`src/rtl/sc_regbank_fixedmix.sv`:
```
// Register bank with read-only constant registers at the bottom of the map,
// writable registers above them supporting load/increment/decrement, two
// combinational read ports, and a sequenced clear sweep of the writable part.
module sc_regbank_fixedmix #(
    parameter int                         DATAWIDTH_BUS      = 32,
    parameter int                         ADDRWIDTH          = 4,
    parameter int                         REG_COUNT          = 16,
    parameter int                         FIXED_COUNT        = 4,
    parameter logic [DATAWIDTH_BUS-1:0]   DATA_REGFIXED_INIT = '0,
    parameter logic [DATAWIDTH_BUS-1:0]   DATA_REG_INIT      = '0,
    parameter bit                         BYPASS             = 1'b1
) (
    input  logic                      SC_RegBANK_CLOCK_50,
    input  logic                      SC_RegBANK_RESET_InHigh,
    input  logic [1:0]                SC_RegBANK_op_InBUS,
    input  logic [ADDRWIDTH-1:0]      SC_RegBANK_wAddr_InBUS,
    input  logic [DATAWIDTH_BUS-1:0]  SC_RegBANK_data_InBUS,
    input  logic                      SC_RegBANK_clear_InLow,
    input  logic [ADDRWIDTH-1:0]      SC_RegBANK_rAddrA_InBUS,
    input  logic [ADDRWIDTH-1:0]      SC_RegBANK_rAddrB_InBUS,
    output logic [DATAWIDTH_BUS-1:0]  SC_RegBANK_dataA_OutBUS,
    output logic [DATAWIDTH_BUS-1:0]  SC_RegBANK_dataB_OutBUS,
    output logic                      SC_RegBANK_busy_Out,
    output logic                      SC_RegBANK_err_Out
);

    // Storage spans the full address space so every address indexes it
    // directly; only the writable window is ever written, the rest stays
    // constant and is masked on reads.
    localparam int                        DEPTH    = 2 ** ADDRWIDTH;
    localparam logic [ADDRWIDTH:0]        REG_CNT  = (ADDRWIDTH + 1)'(REG_COUNT);
    localparam logic [ADDRWIDTH:0]        FIX_CNT  = (ADDRWIDTH + 1)'(FIXED_COUNT);
    localparam logic [ADDRWIDTH:0]        LAST_PTR = (ADDRWIDTH + 1)'(REG_COUNT - 1);
    localparam logic [ADDRWIDTH:0]        PTR_ONE  = (ADDRWIDTH + 1)'(1);
    localparam logic [DATAWIDTH_BUS-1:0]  ONE      = DATAWIDTH_BUS'(1);

    typedef enum logic [0:0] {ST_IDLE, ST_SWEEP} state_t;

    state_t                      state_q;
    logic [ADDRWIDTH:0]          ptr_q;
    logic                        err_q;
    logic [DATAWIDTH_BUS-1:0]    mem_q [DEPTH];

    logic [ADDRWIDTH:0]          waddr_x;
    logic                        busy;
    logic                        clear_req;
    logic                        addr_ok;
    logic                        op_active;
    logic                        reject;
    logic                        op_ok;
    logic                        load_ok;

    logic                        wr_en_d;
    logic [ADDRWIDTH-1:0]        wr_idx_d;
    logic [DATAWIDTH_BUS-1:0]    wr_data_d;

    assign waddr_x   = {1'b0, SC_RegBANK_wAddr_InBUS};
    assign busy      = (state_q == ST_SWEEP);
    // A clear request sampled in IDLE owns the cycle, so ops are refused then too.
    assign clear_req = (state_q == ST_IDLE) && !SC_RegBANK_clear_InLow;
    assign addr_ok   = (waddr_x >= FIX_CNT) && (waddr_x < REG_CNT);
    assign op_active = (SC_RegBANK_op_InBUS != 2'b00);
    assign reject    = op_active && (!addr_ok || busy || clear_req);
    assign op_ok     = op_active && !reject;
    // Bypass only for loads that will actually be committed at the next edge.
    assign load_ok   = op_ok && (SC_RegBANK_op_InBUS == 2'b01);

    // Read mux: out-of-range -> 0, fixed region -> constant, else bypass or stored.
    function automatic logic [DATAWIDTH_BUS-1:0] read_mux(
        input logic [ADDRWIDTH-1:0]     a,
        input logic [DATAWIDTH_BUS-1:0] stored,
        input logic                     byp_en,
        input logic [ADDRWIDTH-1:0]     byp_addr,
        input logic [DATAWIDTH_BUS-1:0] byp_data
    );
        logic [ADDRWIDTH:0] ax;
        ax = {1'b0, a};
        if (ax >= REG_CNT)
            return '0;
        else if (ax < FIX_CNT)
            return DATA_REGFIXED_INIT + DATAWIDTH_BUS'(a);
        else if (BYPASS && byp_en && (a == byp_addr))
            return byp_data;
        else
            return stored;
    endfunction

    assign SC_RegBANK_dataA_OutBUS = read_mux(SC_RegBANK_rAddrA_InBUS,
                                              mem_q[SC_RegBANK_rAddrA_InBUS],
                                              load_ok, SC_RegBANK_wAddr_InBUS,
                                              SC_RegBANK_data_InBUS);
    assign SC_RegBANK_dataB_OutBUS = read_mux(SC_RegBANK_rAddrB_InBUS,
                                              mem_q[SC_RegBANK_rAddrB_InBUS],
                                              load_ok, SC_RegBANK_wAddr_InBUS,
                                              SC_RegBANK_data_InBUS);
    assign SC_RegBANK_busy_Out     = busy;
    assign SC_RegBANK_err_Out      = err_q;

    // Single write port: the sweep has priority (ops are rejected while busy anyway).
    always_comb begin
        wr_en_d   = 1'b0;
        wr_idx_d  = '0;
        wr_data_d = DATA_REG_INIT;
        if (busy) begin
            if (ptr_q < REG_CNT) begin
                wr_en_d  = 1'b1;
                wr_idx_d = ptr_q[ADDRWIDTH-1:0];
            end
        end else if (op_ok) begin
            wr_en_d  = 1'b1;
            wr_idx_d = SC_RegBANK_wAddr_InBUS;
            case (SC_RegBANK_op_InBUS)
                2'b01:   wr_data_d = SC_RegBANK_data_InBUS;
                2'b10:   wr_data_d = mem_q[SC_RegBANK_wAddr_InBUS] + ONE;
                2'b11:   wr_data_d = mem_q[SC_RegBANK_wAddr_InBUS] - ONE;
                default: wr_data_d = mem_q[SC_RegBANK_wAddr_InBUS];
            endcase
        end
    end

    // Register storage, clear-sweep FSM and registered error pulse.
    always_ff @(posedge SC_RegBANK_CLOCK_50 or posedge SC_RegBANK_RESET_InHigh) begin
        if (SC_RegBANK_RESET_InHigh) begin
            for (int i = 0; i < DEPTH; i++)
                mem_q[i] <= DATA_REG_INIT;
            state_q <= ST_IDLE;
            ptr_q   <= '0;
            err_q   <= 1'b0;
        end else begin
            err_q <= reject;
            if (wr_en_d)
                mem_q[wr_idx_d] <= wr_data_d;
            case (state_q)
                ST_IDLE: begin
                    if (!SC_RegBANK_clear_InLow) begin
                        state_q <= ST_SWEEP;
                        ptr_q   <= FIX_CNT;
                    end
                end
                ST_SWEEP: begin
                    // With no writable registers ptr starts past the end: one busy cycle.
                    if (ptr_q >= LAST_PTR) begin
                        state_q <= ST_IDLE;
                        ptr_q   <= '0;
                    end else begin
                        ptr_q <= ptr_q + PTR_ONE;
                    end
                end
                default: begin
                    state_q <= ST_IDLE;
                    ptr_q   <= '0;
                end
            endcase
        end
    end

endmodule

```
`config.mk`:
```
export PLATFORM = sky130hd
export DESIGN_NAME = sc_regbank_fixedmix
export DESIGN_NICKNAME = d
export VERILOG_FILES = /design/src/rtl/sc_regbank_fixedmix.sv
export SDC_FILE = /design/constraint.sdc
export NUM_CORES = 1
export LEC_CHECK = 0
export CORE_MARGIN = 2
export CORE_UTILIZATION = 55
export CTS_CLUSTER_DIAMETER = 200
export CTS_CLUSTER_SIZE = 28
export DETAILED_ROUTE_END_ITERATION = 10
export PLACE_DENSITY = 0.73
export RECOVER_POWER = 50
export SETUP_SLACK_MARGIN = 0.5
export SLEW_MARGIN = 20
export SYNTH_ARGS = -nofsm -noshare
export SYNTH_HDL_FRONTEND = slang
export SYNTH_SLANG_ARGS = --single-unit
```
`constraint.sdc`:
```
create_clock -name SC_RegBANK_CLOCK_50 -period 29.5 [get_ports SC_RegBANK_CLOCK_50]
set_input_delay 7.375 -clock SC_RegBANK_CLOCK_50 [delete_from_list [all_inputs] [get_ports SC_RegBANK_CLOCK_50]]
set_output_delay 7.375 -clock SC_RegBANK_CLOCK_50 [all_outputs]
set_load 0.02 [all_outputs]
```
-- After elaboration in Yosys (flattened, before gate mapping)
Index checks and enable logic that the tools add are counted.
W data, S select, Z words.
- add/sub/neg operators: 3
- $lt $le $gt $ge: 11
- equality and inequality tests: 6
- multiplexer cells: 31
- bitwise operators: 5
- reduce and logical (&&, ||, !) cells: 14
- operators by type and width (kind ; count):
    $bwmux W512 ; 1
    $mux W32 ; 13
    $bmux W32 S4 ; 3
    $demux W32 S4 ; 1
    $pmux W32 S3 ; 1
    $add A32 B1 Y32 const B ; 1
    $sub A32 B1 Y32 const B ; 1
    $ge A5 B5 Y1 const B ; 4
    $not A4 Y5 ; 4
    $mux W4 ; 3
    $mux W5 ; 2
    $pmux W5 S2 ; 1
    $eq A4 B4 Y1 ; 2
    $logic_and A1 B1 Y1 ; 8
    $lt A4 B3 Y1 const B ; 2
    $add A5 B1 Y5 const B ; 1
    $ge A5 B4 Y1 const B ; 1
    $lt A4 B5 Y1 const B ; 1
    $lt A5 B1 Y1 const B ; 1
    $lt A5 B5 Y1 const B ; 1
    $mux W1 ; 5
    $eq A2 B2 Y1 const B ; 2
    $ge A4 B3 Y1 const B ; 1
    $logic_not A1 Y1 ; 3
    6 further kinds ; 7
- register bits: 519
- input port bits: 49
- output and inout bits: 66
- logic and storage cells: 89

-- Logic depth before layout (Yosys ltp)
Gate-level depths: netlist (run 1).
- depth after elaboration: 16
- gate-level depth with buffers: 17
- depth with buffers taken out: 11

-- Worst setup path after synthesis (run 1)
No wires, ideal clock.
- kind: in2out
- from: in SC_RegBANK_wAddr_InBUS[3]
- to: out SC_RegBANK_dataA_OutBUS[0]
- arrival: 9.561 ns
- data required time: 22.125 ns
- path slack: 12.564 ns
- stages: 9
- path buffers: 2
- cells stage by stage: clkbuf_1 -> inv_2 -> a21boi_2 -> and2_1 -> nand3_1 -> nor3_1 -> clkbuf_1 -> a211oi_1 -> nor2_1
- longest elaborated chain between the ends: 12
- elaborated cells on any way between the ends: 14
- ends and longest elaborated chain (element ; line ; source):
    start, declared ; 16 ; input logic [ADDRWIDTH-1:0] SC_RegBANK_wAddr_InBUS,
    $lt A4 B5 Y1 / $ge A4 B3 Y1 (equally long branches) ; 61 ; assign addr_ok = (waddr_x >= FIX_CNT) && (waddr_x < REG_CNT);
    $logic_and A1 B1 Y1 ; 61 ;
    $logic_not A1 Y1 ; 63 ; assign reject = op_active && (!addr_ok || busy || clear_req);
    $logic_or A1 B1 Y1 (2 in series) ; 63 ;
    $logic_and A1 B1 Y1 ; 63 ;
    $logic_not A1 Y1 ; 64 ; assign op_ok = op_active && !reject;
    $logic_and A1 B1 Y1 ; 64 ;
    $logic_and A1 B1 Y1 ; 66 ; assign load_ok = op_ok && (SC_RegBANK_op_InBUS == 2'b01);
    $logic_and A1 B1 Y1 (*) ; 82 ; else if (BYPASS && byp_en && (a == byp_addr))
    $mux W32 (*) ; 82 ;
    $mux W32 (*) ; 80 ; else if (ax < FIX_CNT)
    end, declared ; 21 ; output logic [DATAWIDTH_BUS-1:0] SC_RegBANK_dataA_OutBUS,
Every way passes the cells marked *; elsewhere a longest branch is shown, timed or not.

-- Worst setup path after layout (run 1)
- from: in SC_RegBANK_clear_InLow
- to: out SC_RegBANK_dataB_OutBUS[22]
- longest elaborated chain between the ends: 10
- ends and longest elaborated chain (element ; line ; source):
    start, declared ; 18 ; input logic SC_RegBANK_clear_InLow,
    $logic_not A1 Y1 ; - ;
    $logic_and A1 B1 Y1 ; 60 ; assign clear_req = (state_q == ST_IDLE) && !SC_RegBANK_clear_InLow;
    $logic_or A1 B1 Y1 ; 63 ;
    $logic_and A1 B1 Y1 ; 63 ;
    $logic_not A1 Y1 ; 64 ;
    $logic_and A1 B1 Y1 ; 64 ;
    $logic_and A1 B1 Y1 ; 66 ;
    $logic_and A1 B1 Y1 ; 82 ;
    $mux W32 ; 82 ;
    $mux W32 ; 80 ;
    end, declared ; 22 ; output logic [DATAWIDTH_BUS-1:0] SC_RegBANK_dataB_OutBUS,
No other way between the ends.

==> results of run 1 <==
-- cell type report --
type / instances / area [um^2]
multi-input combinational: 1956 / 16500
fill: 4436 / 22400
timing repair buffer: 168 / 1500
inverter: 22 / 83.8
tap: 748 / 936
sequential: 519 / 13000
clock buffer: 23 / 576
clock inverter: 1 / 16.3
-- cell families after synthesis --
kind of cell | count (synthesis) | share of synthesized area [%]
adders and majority gates | 33 | 1.37
and+or+nand+nor | 857 | 12.6
muxes | 372 | 26.6
buffers and inverters | 288 | 3.67
AOI/OAI and AO/OA | 664 | 12.4
xor gates and xnor gates | 30 | 0.859
DFF | 519 | 42.5
-- registers in the layout, summed over array words and instances, names as in the netlist --
name,cells
SC_RegBANK_err_Out,1
mem_q,512
ptr_q,5
SC_RegBANK_busy_Out,1
-- stage by stage --
stage | hold slack [ps] | total power, uW | setup WS, ps
3_3_place_gp | 464 | 1840 | 10490
6_report | 499 | 2260 | 9630
5_1_grt | 507 | 2380 | 7310
3_5_place_dp | 469 | 1890 | 10280
4_1_cts | 497 | 2250 | 10290
2_1_floorplan | 449 | 1610 | 7630
-- final timing paths --
path,to,slack [ps]
setup reg to reg,mem_q[122],24440
hold / removal,mem_q[501],500
hold reg to reg,mem_q[501],500
min in group asynchronous,mem_q[168],8940
max in group asynchronous,mem_q[57],9650
setup / recovery,SC_RegBANK_dataB_OutBUS[22],9630
-- cells in the final DEF, fill, tap and decap left out, types with 65 or more instances in the layout --
cell type,netlist,routed
nor2b_1,107,106
a21oi_1,144,144
nor3_1,75,74
nand2_1,327,323
o22ai_1,65,65
clkdlybuf4s50_1,0,99
dfrtp_1,519,519
mux4_2,352,352
o21ai_0,307,308
nor2_1,244,241
-- where the power goes --
part	internal, uW	switching [uW]	total [uW]	leakage [uW]
combinational	387	483	870	0.00609
sequential	869	154	1020	0.00704
clock	142	230	371	0.000290
-- routing by layer --
layer | routed length (um) | vias up | share of wire (%) | track usage, %
li1 | - | 10000 | - | -
met1 | 34800 | 12000 | 36 | 46.3
met2 | 44700 | 1538 | 47 | 53.7
met3 | 11000 | 324 | 12 | 6.66
met4 | 5040 | 6 | 5.3 | 15.1
met5 | 38 | - | 0.040 | 0
==> impl_metrics.toml, run 1 <==
[status]
status = "finished, violations left"
violations = "max-capacitance violations, max-slew violations"

[timing]
skew_ps = 25.6
finalSetupTns_ps = 0
setup_viol = 0
max-slew-margin-rel_pct = -403
slew_violations = 625
hold_viol_final = 0
min_period_ps = 19870
period_share_pct = 67.4
grt_setup_unrepaired = "false"
tightest_slew_ps = 7550
max_freq_mhz = 50.3

[routing]
initialDrtViolationCount = 2920
vias_per_cell = 6.97
routedWlPerCell_um = 27.8
wl_um = 95600
drc_errors = 0
ant_nets = 0
num_vias = 24000
first_pass_iters = 6

[global_route]
overflow = 0
grt_pass1_wl_um = 146000
grt_usage_pct = 34.0
grt_pass1_vias = 23800
grt_max_degree = 194
antenna_found_initial = 2

[synthesis]
synthesis.nets = 2845
yosys-top-cells-area = "dfrtp_1, mux4_2, o21ai_0"
synth_cell_types = 61
synth_cells = 2763
ys_warn_count = 0
synth-edff-count = 0
synthArstFlopShare_pct = 100
yosys_most_used_dff = "dfrtp_1"
yosys-top-cells-count = "dfrtp_1, mux4_2, nand2_1"
synthMostInstantiatedCell = "dfrtp_1"
syn_area_um2 = 30600
avgSynthCellArea_um2 = 11.1
synth_seq_area_share_pct = 42.5
yosysTopAreaCell = "dfrtp_1"
synth_top_area_share_pct = 42.5
yosys_register_bits = 519

[flow_run]
cap_violations = 9

[finish]
final_nets = 2771
syn_to_final_growth_pct = 6.70
layout.cells.non_filler = 3437
final_util_pct = 59.3
diodes = 0
fin_area_um2 = 32600
drive_above_1_share_pct = 17.9

[place]
portBuffers = 114
placed_cells = 3412
hpwl_um = 57900
routabilityCongestion = 0.910
placed_area_um2 = 32100

[setup_path]
ff2ff_path_depth = 11
arrival_ps = 12500
crit_family = "buffers and inverters"
worstPathRequired_ps = 22120
slowest_delay_ps = 900
worst-path-max-fanout = 44
criticalPathCategory = "in2out"
cp-end-kind = "output pin"
startpoint = "SC_RegBANK_clear_InLow"
path_buf_inv = 4
cpMaxStageDelayCell = "a21boi_0"
path_depth = 12
crit_path_start_kind = "input port"
crit_top_cell = "buf_4"
rr_startpoint = "mem_q[0]"
path_cells = "dlygate4sd3_1 > nor2b_1 > a21boi_0 > and2_1 > buf_4 > nand3_1 > nor3_4 > buf_4 > nor3_1 > a21oi_1 > nor2_1 > clkdlybuf4s50_1"

[cts]
cts_made_buffers = 22
cts_setup_buffers = 0
path_clk_slew_ps = 110
cts_tree = "built"
clock_latency_ps = 590
cts_resized = 0
cts_buffer_depth = 3
cts_root_buf = "clkbuf_16"
cts_htree_levels = 1
cts.sinks = 519
cts_hold_buf = 0

[pwr]
ir_drop_mv = 0.0499
leakage_uw = 0.0134
p_per_area_nw_per_um2 = 69.4

[hold_path]
min_path_type = "reg2reg"
hold_depth = 1
hp-start = "mem_q[501]"

[die]
dieWidth_um = 240
dieArea_um2 = 57500
die_h_um = 240
start_util_pct = 55.6
core_area_um2 = 55000
fp-row-count = 86
io_pins = 115
Power figures use the tool's default switching activity.
==> inputs of run 2 (changes only) <==
--- a/config.mk
+++ b/config.mk
@@ -10,7 +10,7 @@
 export CTS_CLUSTER_DIAMETER = 200
 export CTS_CLUSTER_SIZE = 28
 export DETAILED_ROUTE_END_ITERATION = 10
-export PLACE_DENSITY = 0.73
+export PLACE_DENSITY = 0.76
 export RECOVER_POWER = 50
 export SETUP_SLACK_MARGIN = 0.5
 export SLEW_MARGIN = 20
==> constraint.sdc (replaced) <==
create_clock -name SC_RegBANK_CLOCK_50 -period 16.67 [get_ports SC_RegBANK_CLOCK_50]
set_input_delay 4.1675 -clock SC_RegBANK_CLOCK_50 [delete_from_list [all_inputs] [get_ports SC_RegBANK_CLOCK_50]]
set_output_delay 4.1675 -clock SC_RegBANK_CLOCK_50 [all_outputs]
set_load 0.02 [all_outputs]
==> run 2 against run 1 <==
Net effect:
- the run still ends with max-capacitance violations, max-slew violations left
- final area about the same
- sequential share of layout area hardly changed
- clock skew is 6.3 ps higher
- hold slack worse by 3.7 ps
- count of clock-buffer cells in the layout stayed put
- critical path depth unchanged
- die area is the same
- total power rose by 77%
- global-route usage down 0.44 points
- via count is 0.79% higher
- combinational power grew 77%
- core utilization is essentially flat
- critical endpoint is now SC_RegBANK_dataB_OutBUS[0]
- largest power group unchanged
==> impl_metrics.toml, run 2 (same netlist as run 1, synthesis figures left out) <==
[status]
status = "finished, violations left"
violations = "max-capacitance violations, max-slew violations"

[global_route]
grt_pass1_vias = 24100
grt_usage_pct = 33.6
antenna_found_initial = 1
grt_pass1_wl_um = 144000
grt_max_degree = 84
overflow = 0

[finish]
final_nets = 2768
final_util_pct = 59.4
final_cell_mix = "dfrtp_1, mux4_2, nand2_1"
diodes = 0
reg_top3 = "mem_q x512, ptr_q x5"
drive_above_1_share_pct = 17.8
fillCellCount = 4282
syn_to_final_growth_pct = 6.74
largest_reg_flops = 512
fin_area_um2 = 32600
multi_input_area_um2 = 16500
top_register = "mem_q"
final_common_cell = "dfrtp_1"
ff_latch_area_um2 = 13000

[place]
routabilityCongestion = 0.934
dp_slack_ps = 4120
placed_area_um2 = 32000
hpwl_um = 58200
portBuffers = 114

[setup_path]
worst-path-max-fanout = 64
crit_family = "buffers and inverters"
path_cells = "dlygate4sd3_1 > inv_1 > a21boi_0 > and2_1 > buf_4 > nand3_1 > nor3_4 > buf_4 > nor3_1 > a211oi_1 > nor2_1 > clkdlybuf4s50_1"
crit_path_start_kind = "input port"
criticalPathCategory = "in2out"
cp-end-kind = "output pin"
crit_top_cell = "buf_4"
worstPathRequired_ps = 12500
slowest_delay_ps = 1010
path_buf_inv = 5
arrival_ps = 9410
cpMaxStageDelayCell = "a21boi_0"

[cts]
cts_setup_buffers = 0
cts_root_buf = "clkbuf_16"
cts_hold_buf = 0
path_clk_slew_ps = 100
cts_tree = "built"
cts_resized = 0
cts.sinks = 519
cts_buffer_depth = 3
cts_htree_levels = 1
cts_made_buffers = 22
clock_latency_ps = 600

[pwr]
ir_drop_mv = 0.0817
p_sw_uw = 1530
pwr-share-comb_pct = 38.5
clkPwrFrac_pct = 16.3
p_seq_share_pct = 45.1
switching_share_pct = 38.2
p_per_area_nw_per_um2 = 123
leakage_uw = 0.0134
p_total_uw = 4000
internal_power_uw = 2470

[timing]
period_share_pct = 81.4
setup_ws_ps = 3090
max_freq_mhz = 73.7
slew_violations = 497
hold_viol_final = 0
grt_setup_unrepaired = "false"
setup_viol = 0
tightest_slew_ps = 4410
min_period_ps = 13580
skew_ps = 31.9
max-slew-margin-rel_pct = -194
finalSetupTns_ps = 0

[die]
fp-row-count = 86
dieArea_um2 = 57500
io_pins = 115
dieWidth_um = 240
core_area_um2 = 55000
die_h_um = 240
start_util_pct = 55.6

[flow_run]
cap_violations = 8

[routing]
vias_per_cell = 7.03
routedWlPerCell_um = 27.6
first_pass_iters = 5
num_vias = 24100
wl_um = 94600
drc_errors = 0
initialDrtViolationCount = 2767
ant_nets = 0

[hold_path]
min_path_type = "reg2reg"
-- run 2: cell types whose count changed in the layout (fill, tap and decap cells not counted), sizes merged --
cell	before	now
buf	57	51
clkbuf	31	34
clkdlybuf4s50	99	98
dlygate4sd3	4	5
-- run 2: path summary, 6_finish.rpt --
path	from	end	slack (ps)	cells past startpoint
worst max-delay path	SC_RegBANK_wAddr_InBUS[3]	SC_RegBANK_dataB_OutBUS[0]	3090	12
worst min-delay path	mem_q[511]	mem_q[511]	500	1
worst max register to register	SC_RegBANK_busy_Out	mem_q[364]	11300	8
worst min register to register	mem_q[511]	mem_q[511]	500	1
max in group asynchronous	SC_RegBANK_RESET_InHigh	mem_q[410]	4620	6
min in group asynchronous	SC_RegBANK_RESET_InHigh	mem_q[8]	4420	3
-- run 2: area by class of cell --
class / count / area share [%]
clock buffer: 23 / 1.76
timing repair buffer: 165 / 4.59
inverter: 22 / 0.264
multi-input combinational: 1956 / 50.7
clock inverter: 1 / 0.0498
tap: 748 / 2.87
sequential: 519 / 39.8
-- run 2: power by group through the flow --
stage / Combinational (uW) / Clock (uW) / Sequential [uW]
finish: 1540 / 653 / 1810
global route: 1640 / 703 / 1850
CTS: 1520 / 658 / 1800
detailed placement: 1520 / 0 / 1820
global placement: 1470 / 0 / 1780
floorplan: 1100 / 0 / 1740
-- run 2: per-stage QoR --
| stage | hold WS (ps) | std cells |
|---|---|---|
| 2_1_floorplan | 449 | 2763 |
| 3_3_place_gp | 464 | 3407 |
| 3_5_place_dp | 470 | 3407 |
| 4_1_cts | 496 | 3431 |
| 5_1_grt | 518 | 3434 |
| 6_report | 496 | 3434 |
-- run 2: layer usage --
layer  vias up  GRT usage (%)  share of wire, %
met5         -              0             0.014
met4         2           18.7               6.3
met3       379           7.76                12
met2      1593           52.0                46
met1     12100           44.2                36
li1      10000              -                 -
==> inputs of run 3 (changes only) <==
==> constraint.sdc (replaced) <==
create_clock -name SC_RegBANK_CLOCK_50 -period 11.2 [get_ports SC_RegBANK_CLOCK_50]
set_input_delay 2.8 -clock SC_RegBANK_CLOCK_50 [delete_from_list [all_inputs] [get_ports SC_RegBANK_CLOCK_50]]
set_output_delay 2.8 -clock SC_RegBANK_CLOCK_50 [all_outputs]
set_load 0.02 [all_outputs]
==> run 3 against run 2 <==
Net effect:
- the run still ends with max-capacitance violations, max-slew violations left
- final area rose by 0.16%
- first-iteration DRC count shrank 3.0%
- non-clock buffer count increased by 2
- sequential share of layout area fell by 0.064 points
- count of clock-buffer cells in the layout shrank 1
==> impl_metrics.toml, run 3 (same netlist as run 1, synthesis figures left out) <==
[finish]
fillCellCount = 4330
diodes = 0
final_cell_mix = "dfrtp_1, mux4_2, nand2_1"
syn_to_final_growth_pct = 6.91
reg_top3 = "mem_q x512, ptr_q x5"
largest_reg_flops = 512
final_util_pct = 59.5
ff_latch_area_um2 = 13000
final_common_cell = "dfrtp_1"
top_register = "mem_q"
drive_above_1_share_pct = 18.1
final_nets = 2770
multi_input_area_um2 = 16500

[cts]
cts_htree_levels = 1
clock_latency_ps = 610
cts_setup_buffers = 0
cts.sinks = 519
cts_tree = "built"
cts_hold_buf = 0
cts_root_buf = "clkbuf_16"
cts_made_buffers = 22
path_clk_slew_ps = 90
cts_buffer_depth = 3
cts_resized = 0

[timing]
tightest_slew_ps = 3860
skew_ps = 30.9
hold_viol_final = 0
setup_viol = 0
slew_violations = 256
period_share_pct = 91.1
whs_ps = 492
min_period_ps = 10210
max-slew-margin-rel_pct = -157
grt_setup_unrepaired = "false"
finalSetupTns_ps = 0
max_freq_mhz = 98.0
setup_ws_ps = 993

[global_route]
grt_max_degree = 194
busiest_layer = "met2"
grt_pass1_vias = 24300
grtUsageMet2_pct = 52.8
grt_pass1_wl_um = 145000
grt_util_met3_pct = 7.25
antenna_found_initial = 0
use_met1_pct = 44.2
grt_usage_pct = 33.7
overflow = 0

[place]
portBuffers = 114
routabilityCongestion = 0.962
hpwl_um = 57500
dp_slack_ps = 1740

[setup_path]
rr_startpoint = "SC_RegBANK_busy_Out"
criticalPathCategory = "in2out"
worst-path-max-fanout = 35
cp-end-kind = "output pin"
cp-endpoint = "SC_RegBANK_dataA_OutBUS[27]"
crit_path_start_kind = "input port"
regToRegSetupSlack_ps = 6030
worstReg2RegEnd = "mem_q[503]"
ff2ff_path_depth = 7
worstPathRequired_ps = 8400
startpoint = "SC_RegBANK_clear_InLow"
arrival_ps = 7410

[die]
io_pins = 115
start_util_pct = 55.6
dieArea_um2 = 57500
core_area_um2 = 55000
dieWidth_um = 240
die_h_um = 240
fp-row-count = 86

[flow_run]
cap_violations = 4

[pwr]
p_total_uw = 5960
internal_power_uw = 3670
p_per_area_nw_per_um2 = 182
switching_share_pct = 38.4
pwr-share-comb_pct = 38.5
ir_drop_mv = 0.152
clkPwrFrac_pct = 16.3
p_sw_uw = 2290
p_seq_share_pct = 45.2
leakage_uw = 0.0135

[status]
violations = "max-capacitance violations, max-slew violations"
status = "finished, violations left"

[routing]
routedWlPerCell_um = 27.5
num_vias = 24200
drc_errors = 0
first_pass_iters = 5
vias_per_cell = 7.04
ant_nets = 0
initialDrtViolationCount = 2685
wl_um = 94500

[hold_path]
min_path_type = "reg2reg"
-- run 3: cell types whose count changed in the layout (fill, tap and decap cells not counted), sizes merged --
cell,change
buf,+8
clkdlybuf4s50,+1
clkinv,+1
dlygate4sd3,-1
clkbuf,-7
-- run 3: how the worst min path moves through the flow --
| stage | startpoint | endpoint | cells after the start |
|---|---|---|---|
| finish | mem_q[486] | mem_q[486] | 1 |
| floorplan | mem_q[480] | mem_q[480] | 1 |
| global placement | mem_q[491] | mem_q[491] | 1 |
| CTS | mem_q[486] | mem_q[486] | 1 |
| detailed placement | mem_q[499] | mem_q[499] | 1 |
| global route | mem_q[503] | mem_q[503] | 1 |
-- run 3: critical path, cell delays in order --
cell and delay [ps]:
dlygate4sd3_1 560, nor2b_1 380, a21boi_0 990, and2_1 270
buf_4 440, nand3_1 160, nor3_2 200, buf_4 500
nor3_1 130, a21oi_1 340, nor2_1 80, clkdlybuf4s50_1 550
-- run 3: cell type report --
type	instances	area share [%]
clock buffers	22	1.68
clock inverters	2	0.0995
inverters	22	0.264
multi-input cells	1956	50.6
flip-flops and latches	519	39.7
well taps	748	2.86
repair buffers	167	4.78
-- run 3: power by group through the flow --
stage	Sequential [uW]	Clock, uW	Combinational, uW
after floorplan	2590	0	1640
after global routing	2750	1030	2460
after CTS	2680	971	2280
after global placement	2650	0	2200
final	2690	969	2300
after detailed placement	2720	0	2270
-- run 3: stage by stage --
stage                     instance area, um^2  std cells
after CTS                               32700       3435
after detailed placement                32100       3411
after global routing                    32700       3436
after global placement                  32100       3410
final                                   32700       3436
after floorplan                         30600       2763
-- run 3: layer usage --
metal / vias to the layer above / routed length, um
met5: - / 0
met4: 0 / 6070
met3: 370 / 10900
met2: 1623 / 43800
met1: 12100 / 33700
li1: 10000 / -
==> RTL edit 1, RTL diff (flow settings as in run 2) <==
Change the parameter `BYPASS` from 1'b1 to 1'b0.
--- a/src/rtl/sc_regbank_fixedmix.sv
+++ b/src/rtl/sc_regbank_fixedmix.sv
@@ -8,7 +8,7 @@
     parameter int                         FIXED_COUNT        = 4,
     parameter logic [DATAWIDTH_BUS-1:0]   DATA_REGFIXED_INIT = '0,
     parameter logic [DATAWIDTH_BUS-1:0]   DATA_REG_INIT      = '0,
-    parameter bit                         BYPASS             = 1'b1
+    parameter bit                         BYPASS             = 1'b0
 ) (
     input  logic                      SC_RegBANK_CLOCK_50,
     input  logic                      SC_RegBANK_RESET_InHigh,
Formal check against the unedited RTL: not equivalent (Yosys sat finds a counterexample within 4 cycles, from zero or initial values and one cycle with SC_RegBANK_RESET_InHigh high).
==> RTL edit 1 against run 2 <==
- hold slack gained 0.0015 ns
- worst setup slack gained 1.9 ns
- sequential cell count is the same
- the flow still finishes with violations (max-capacitance violations, max-slew violations)
- area after synthesis grew 0.63%
- routed wire length shrank 4.6%
- power shrank 1.4%
- critical path depth shrank 6
- register-to-register slack gained 0.26 ns
- largest power group unchanged
- final area grew 0.35%
- highest routed layer is now met4
==> RTL edit 1: results (changes against run 2) <==
[synthesis]
yosysTopAreaCellShare = 0.422  ; -0.00264
syn-num-nets = 2777  ; -2.4%
ys_types = 69  ; +13%
synthTopCellsByCount = dfrtp_1 (519), nand2_1 (403), mux4_2 (338)
synthCells = 2695  ; -2.5%
ys_top_cells_by_area = dfrtp_1 (42%), mux4_2 (25%), o21ai_0 (5.4%), nand2_1 (4.9%), mux2_2 (2.5%)
seq_area_frac_synth = 0.422  ; -0.00264

[final_layout]
drive_above_1_share = 0.196  ; +0.0181
fin_cells = 3360  ; -2.2%
fillers = 4311  ; +0.68%

[setup_path]
cpMaxStageDelayCell = buf_4
path_max_fanout = 55  ; -14%
slowest_delay_ns = 0.92  ; -0.09 ns
crit_arrival_ns = 7.53  ; -1.88 ns
worst-r2r-cell-count = 11  ; +3

[clock_network]
cts_setup_buffers = 0  ; unchanged
worstSkewPairLatency_ns = 0.59

[timing]
maxSlewViolCount = 431  ; -13%
fin_skew_ns = 0.0305  ; -0.00143 ns
worstMarginPinSlew_ns = 4.08  ; -0.331 ns

[grt]
grt_antenna_before_repair = 0  ; -1
grt_pass1_vias = 23605  ; -2.0%
grt_pass1_wl_mm = 140  ; -2.8%
grt_max_degree = 158  ; +88%
gr-usage-all-layers = 0.320  ; -0.0161

[status]
violations = max-capacitance violations, max-slew violations
status = complete, but fails checks

[drt]
dr.first_iter.drc_count = 2824  ; +2.1%
dr.pass1.iters = 6  ; +1
wl_per_cell_um = 26.9  ; -2.5%
final_antenna_net_count = 0  ; unchanged
via_per_inst = 7.00  ; -0.46%

[run]
drv_cap = 8  ; unchanged

[hold_path]
min_path_type = reg -> reg

[place]
place_congestion = 0.916  ; -1.9%
placedCellCount = 3334  ; -2.1%
dp_hpwl_mm = 56.4  ; -3.0%

[power]
power_leakage_uw = 0.0137  ; +2.1%
peakVddDrop_mv = 0.0890  ; +8.9%

==> RTL edit 1: changes by cell type after synthesis, sizes merged, moves of 47 or more <==
cell / change
nand2: +76
o22ai: -59
nor2: -138
a22o: +62
a21oi: -47
mux2: +56
nor3: -65
==> RTL edit 1: power breakdown <==
group / total, uW / leakage, uW / switching, uW / internal [uW]
clock network: 652 / 0.000290 / 401 / 251
logic: 1470 / 0.00630 / 804 / 667
registers: 1820 / 0.00713 / 291 / 1530
total: 3940 / 0.0137 / 1500 / 2450
==> RTL edit 1: path summary, 6_finish.rpt <==
| path | start | endpoint | slack, ns |
|---|---|---|---|
| worst max-delay path | SC_RegBANK_rAddrA_InBUS[0] | SC_RegBANK_dataA_OutBUS[12] | 4.97 |
| worst min-delay path | mem_q[484]$_DFFE_PP0P_ | mem_q[484]$_DFFE_PP0P_ | 0.50 |
| worst max register to register | mem_q[144]$_DFFE_PP0P_ | mem_q[191]$_DFFE_PP0P_ | 11.56 |
| worst min register to register | mem_q[484]$_DFFE_PP0P_ | mem_q[484]$_DFFE_PP0P_ | 0.50 |
| max in group asynchronous | SC_RegBANK_RESET_InHigh | mem_q[292]$_DFFE_PP0P_ | 5.67 |
| min in group asynchronous | SC_RegBANK_RESET_InHigh | mem_q[241]$_DFFE_PP0P_ | 4.53 |
==> RTL edit 1: stage by stage <==
stage,hold slack (ns),util,area (sq um),worst slack (ns)
5_1_grt,0.510,0.593,32800,4.26
6_report,0.497,0.593,32800,4.97
3_5_place_dp,0.466,0.583,32200,4.96
2_1_floorplan,0.449,-,30800,5.45
3_3_place_gp,0.464,0.583,32200,5.01
4_1_cts,0.499,0.594,32800,4.94
==> RTL edit 1: logic make-up (layout without fill, tap and decap cells) <==
kind of cell / after synthesis / count (layout) / share of synthesized area
xor gates and xnor gates: 11 / 11 / 0.00313
muxes: 429 / 429 / 0.280
DFF: 519 / 519 / 0.422
adders and majority gates: 33 / 33 / 0.0137
buffers and inverters: 282 / 199 / 0.0364
AOI/OAI and AO/OA: 680 / 680 / 0.136
and+or+nand+nor: 741 / 741 / 0.109
==> RTL edit 1: cell type report <==
type,instances,area (sq um),area share
timing repair buffer,158,1430,0.0436
inverter,17,65.1,0.00199
multi-input combinational,1894,16700,0.511
sequential,519,13000,0.397
clock inverter,1,16.3,0.000497
tap,748,936,0.0286
clock buffer,23,576,0.0176
==> RTL edit 1: routing by layer <==
layer | part of all wire | GRT usage | vias up | wire, um
li1 | - | - | 9891 | -
met1 | 0.38 | 0.437 | 11925 | 34300
met2 | 0.46 | 0.498 | 1400 | 41900
met3 | 0.10 | 0.0628 | 294 | 9300
met4 | 0.053 | 0.153 | 0 | 4830
met5 | 0 | 0 | - | 0
==> RTL edit 2, RTL diff (flow settings as in run 2) <==
Without the edit above. The output `SC_RegBANK_err_Out` loses its register stage (`err_q` becomes a continuous assignment).
--- a/src/rtl/sc_regbank_fixedmix.sv
+++ b/src/rtl/sc_regbank_fixedmix.sv
@@ -125,9 +125,7 @@
                 mem_q[i] <= DATA_REG_INIT;
             state_q <= ST_IDLE;
             ptr_q   <= '0;
-            err_q   <= 1'b0;
         end else begin
-            err_q <= reject;
             if (wr_en_d)
                 mem_q[wr_idx_d] <= wr_data_d;
             case (state_q)
@@ -154,5 +152,7 @@
         end
     end
 
+    assign err_q = reject;
+
 endmodule
 
Check against the original RTL: not equivalent (Yosys sat finds a counterexample within 4 cycles, from zero or initial values and one cycle with SC_RegBANK_RESET_InHigh high).
==> RTL edit 2 against run 2 <==
- the flow still finishes with violations (max-capacitance violations, max-slew violations)
- area after synthesis is 0.39% lower
- sequential cell count is 1 lower
- synthesized cell count increased by 0.80%
- power is 2.6% lower
- routed wire length rose by 1.5%
- worst setup slack gained 0.90 ns
- final area fell by 0.38%
- non-clock buffer count fell by 3
- largest cell class unchanged
==> RTL edit 2: results (changes against run 2) <==
[grt]
grt_pass1_vias = 24279  ; +0.80%
gr-usage-all-layers = 0.342  ; +0.00622
grt_pass1_wl_mm = 146  ; +1.7%
grt_antenna_before_repair = 1  ; unchanged
grt_max_degree = 168  ; +100%

[synthesis]
async_flop_share = 1.00  ; unchanged
ys_types = 63  ; +3.3%
syn-num-nets = 2867  ; +0.77%
synthCells = 2785  ; +0.80%
synthTopCellsByCount = dfrtp_1 (518), nand2_1 (376), mux4_2 (352)
synth_warnings = 0  ; unchanged
seq_area_frac_synth = 0.426  ; +0.000836
ys_top_cells_by_area = dfrtp_1 (43%), mux4_2 (26%), nand2_1 (4.6%), o21ai_0 (4.0%), nor2_1 (2.8%)
ys.flop_type = dfrtp_1

[clock_network]
clkTransAtPathRegs_ns = 0.12  ; +0.02 ns
cts-root-buf = clkbuf_16
worstSkewPairLatency_ns = 0.60  ; about the same
clockBufferDepth = 3  ; unchanged
ctsHtreeMaxLevel = 1  ; unchanged
cts_made_buffers = 22  ; unchanged
post_cts_resize_count = 0  ; unchanged
cts_setup_buffers = 0  ; unchanged

[drt]
wl_per_cell_um = 28.2  ; +2.2%
dr.pass1.iters = 9  ; +4
via_per_inst = 7.13  ; +1.4%
dr.first_iter.drc_count = 3085  ; +11%
totalWireLength_mm = 96.0  ; +1.5%

[status]
violations = max-capacitance violations, max-slew violations
status = complete, but fails checks

[final_layout]
largest_reg_flops = 512  ; unchanged
top_register = mem_q
drive_above_1_share = 0.173  ; -0.00532

[hold_path]
min_path_type = reg -> reg

[place]
placedCellCount = 3382  ; -0.73%
place_area_sq_um = 31900  ; -0.55%
dp_hpwl_mm = 59.3  ; +1.9%
portBuffers = 114  ; unchanged
place_congestion = 0.927  ; -0.78%

[power]
power_leakage_uw = 0.0134  ; -0.22%
peakVddDrop_mv = 0.0902  ; +10%

[setup_path]
path_delay_family = buffers and inverters
crit_arrival_ns = 8.51  ; -0.90 ns
slowest_delay_ns = 0.69  ; -0.32 ns
path_max_fanout = 48  ; -25%
cpMaxStageDelayCell = buf_4

[timing]
slew_headroom = -1.65  ; +0.287
fin_skew_ns = 0.0214  ; -0.0105 ns
maxSlewViolCount = 398  ; -20%

[run]
drv_cap = 7  ; -1

[RTL edit 2: changes by cell type in the layout (fill, tap and decap cells not counted), moves of 7 or more]
cell            run 2  this run
a211o_1             0        16
a21oi_2             0         8
a31oi_1            50         9
a31oi_2             8         0
and3_1             11         4
inv_1              21        12
mux2_2             11         0
nand2_1           323       371
nor2_1            241       223
nor3_1             74        87
o21ai_0           308       242
o21ai_1             0       118
[RTL edit 2: cell type report]
| type | count | area, sq um |
|---|---|---|
| clock buffer | 23 | 576 |
| sequential | 518 | 13000 |
| timing repair buffer | 162 | 1490 |
| fill | 4310 | 22400 |
| multi-input combinational | 1988 | 16500 |
| inverter | 13 | 50.0 |
| clock inverter | 1 | 16.3 |
| tap | 704 | 881 |
| antenna | 2 | 5.00 |
[RTL edit 2: stage by stage]
step | hold WS (ns) | setup slack [ns]
after detailed placement | 0.467 | 3.91
final | 0.494 | 4.00
after floorplan | 0.449 | 5.47
after global routing | 0.510 | 3.84
after CTS | 0.496 | 3.91
after global placement | 0.464 | 4.14
[RTL edit 2: layer usage]
metal | track usage | routed length, um | share of wire | up-vias
met5 | 0 | 0 | 0 | -
met4 | 0.163 | 5640 | 0.059 | 0
met3 | 0.103 | 13100 | 0.14 | 375
met2 | 0.521 | 43000 | 0.45 | 1734
met1 | 0.454 | 34300 | 0.36 | 12110
li1 | - | - | - | 10095
[RTL edit 2: where the power goes]
part           internal [uW]  switching (uW)  total (uW)
sequential              1510             260        1770
clock                    252             408         659
combinational            619             846        1460
total                   2380            1510        3900
[RTL edit 2: kinds of logic after synthesis]
family | share of synthesized area
buffers and inverters | 0.0352
AOI/OAI and AO/OA | 0.129
and+or+nand+nor | 0.127
adders and majority gates | 0.0138
muxes | 0.261
DFF | 0.426
xor gates and xnor gates | 0.00891
[RTL edit 2: final timing paths]
kind	startpoint	endpoint	slack, ns	cells after the start
worst max-delay path	SC_RegBANK_clear_InLow	SC_RegBANK_dataA_OutBUS[1]	4.00	12
worst min-delay path	mem_q[500]$_DFFE_PP0P_	mem_q[500]$_DFFE_PP0P_	0.49	1
worst max register to register	mem_q[0]$_DFFE_PP0P_	mem_q[310]$_DFFE_PP0P_	11.66	12
worst min register to register	mem_q[500]$_DFFE_PP0P_	mem_q[500]$_DFFE_PP0P_	0.49	1
max in group asynchronous	SC_RegBANK_RESET_InHigh	mem_q[381]$_DFFE_PP0P_	5.45	4
min in group asynchronous	SC_RegBANK_RESET_InHigh	mem_q[297]$_DFFE_PP0P_	4.33	2
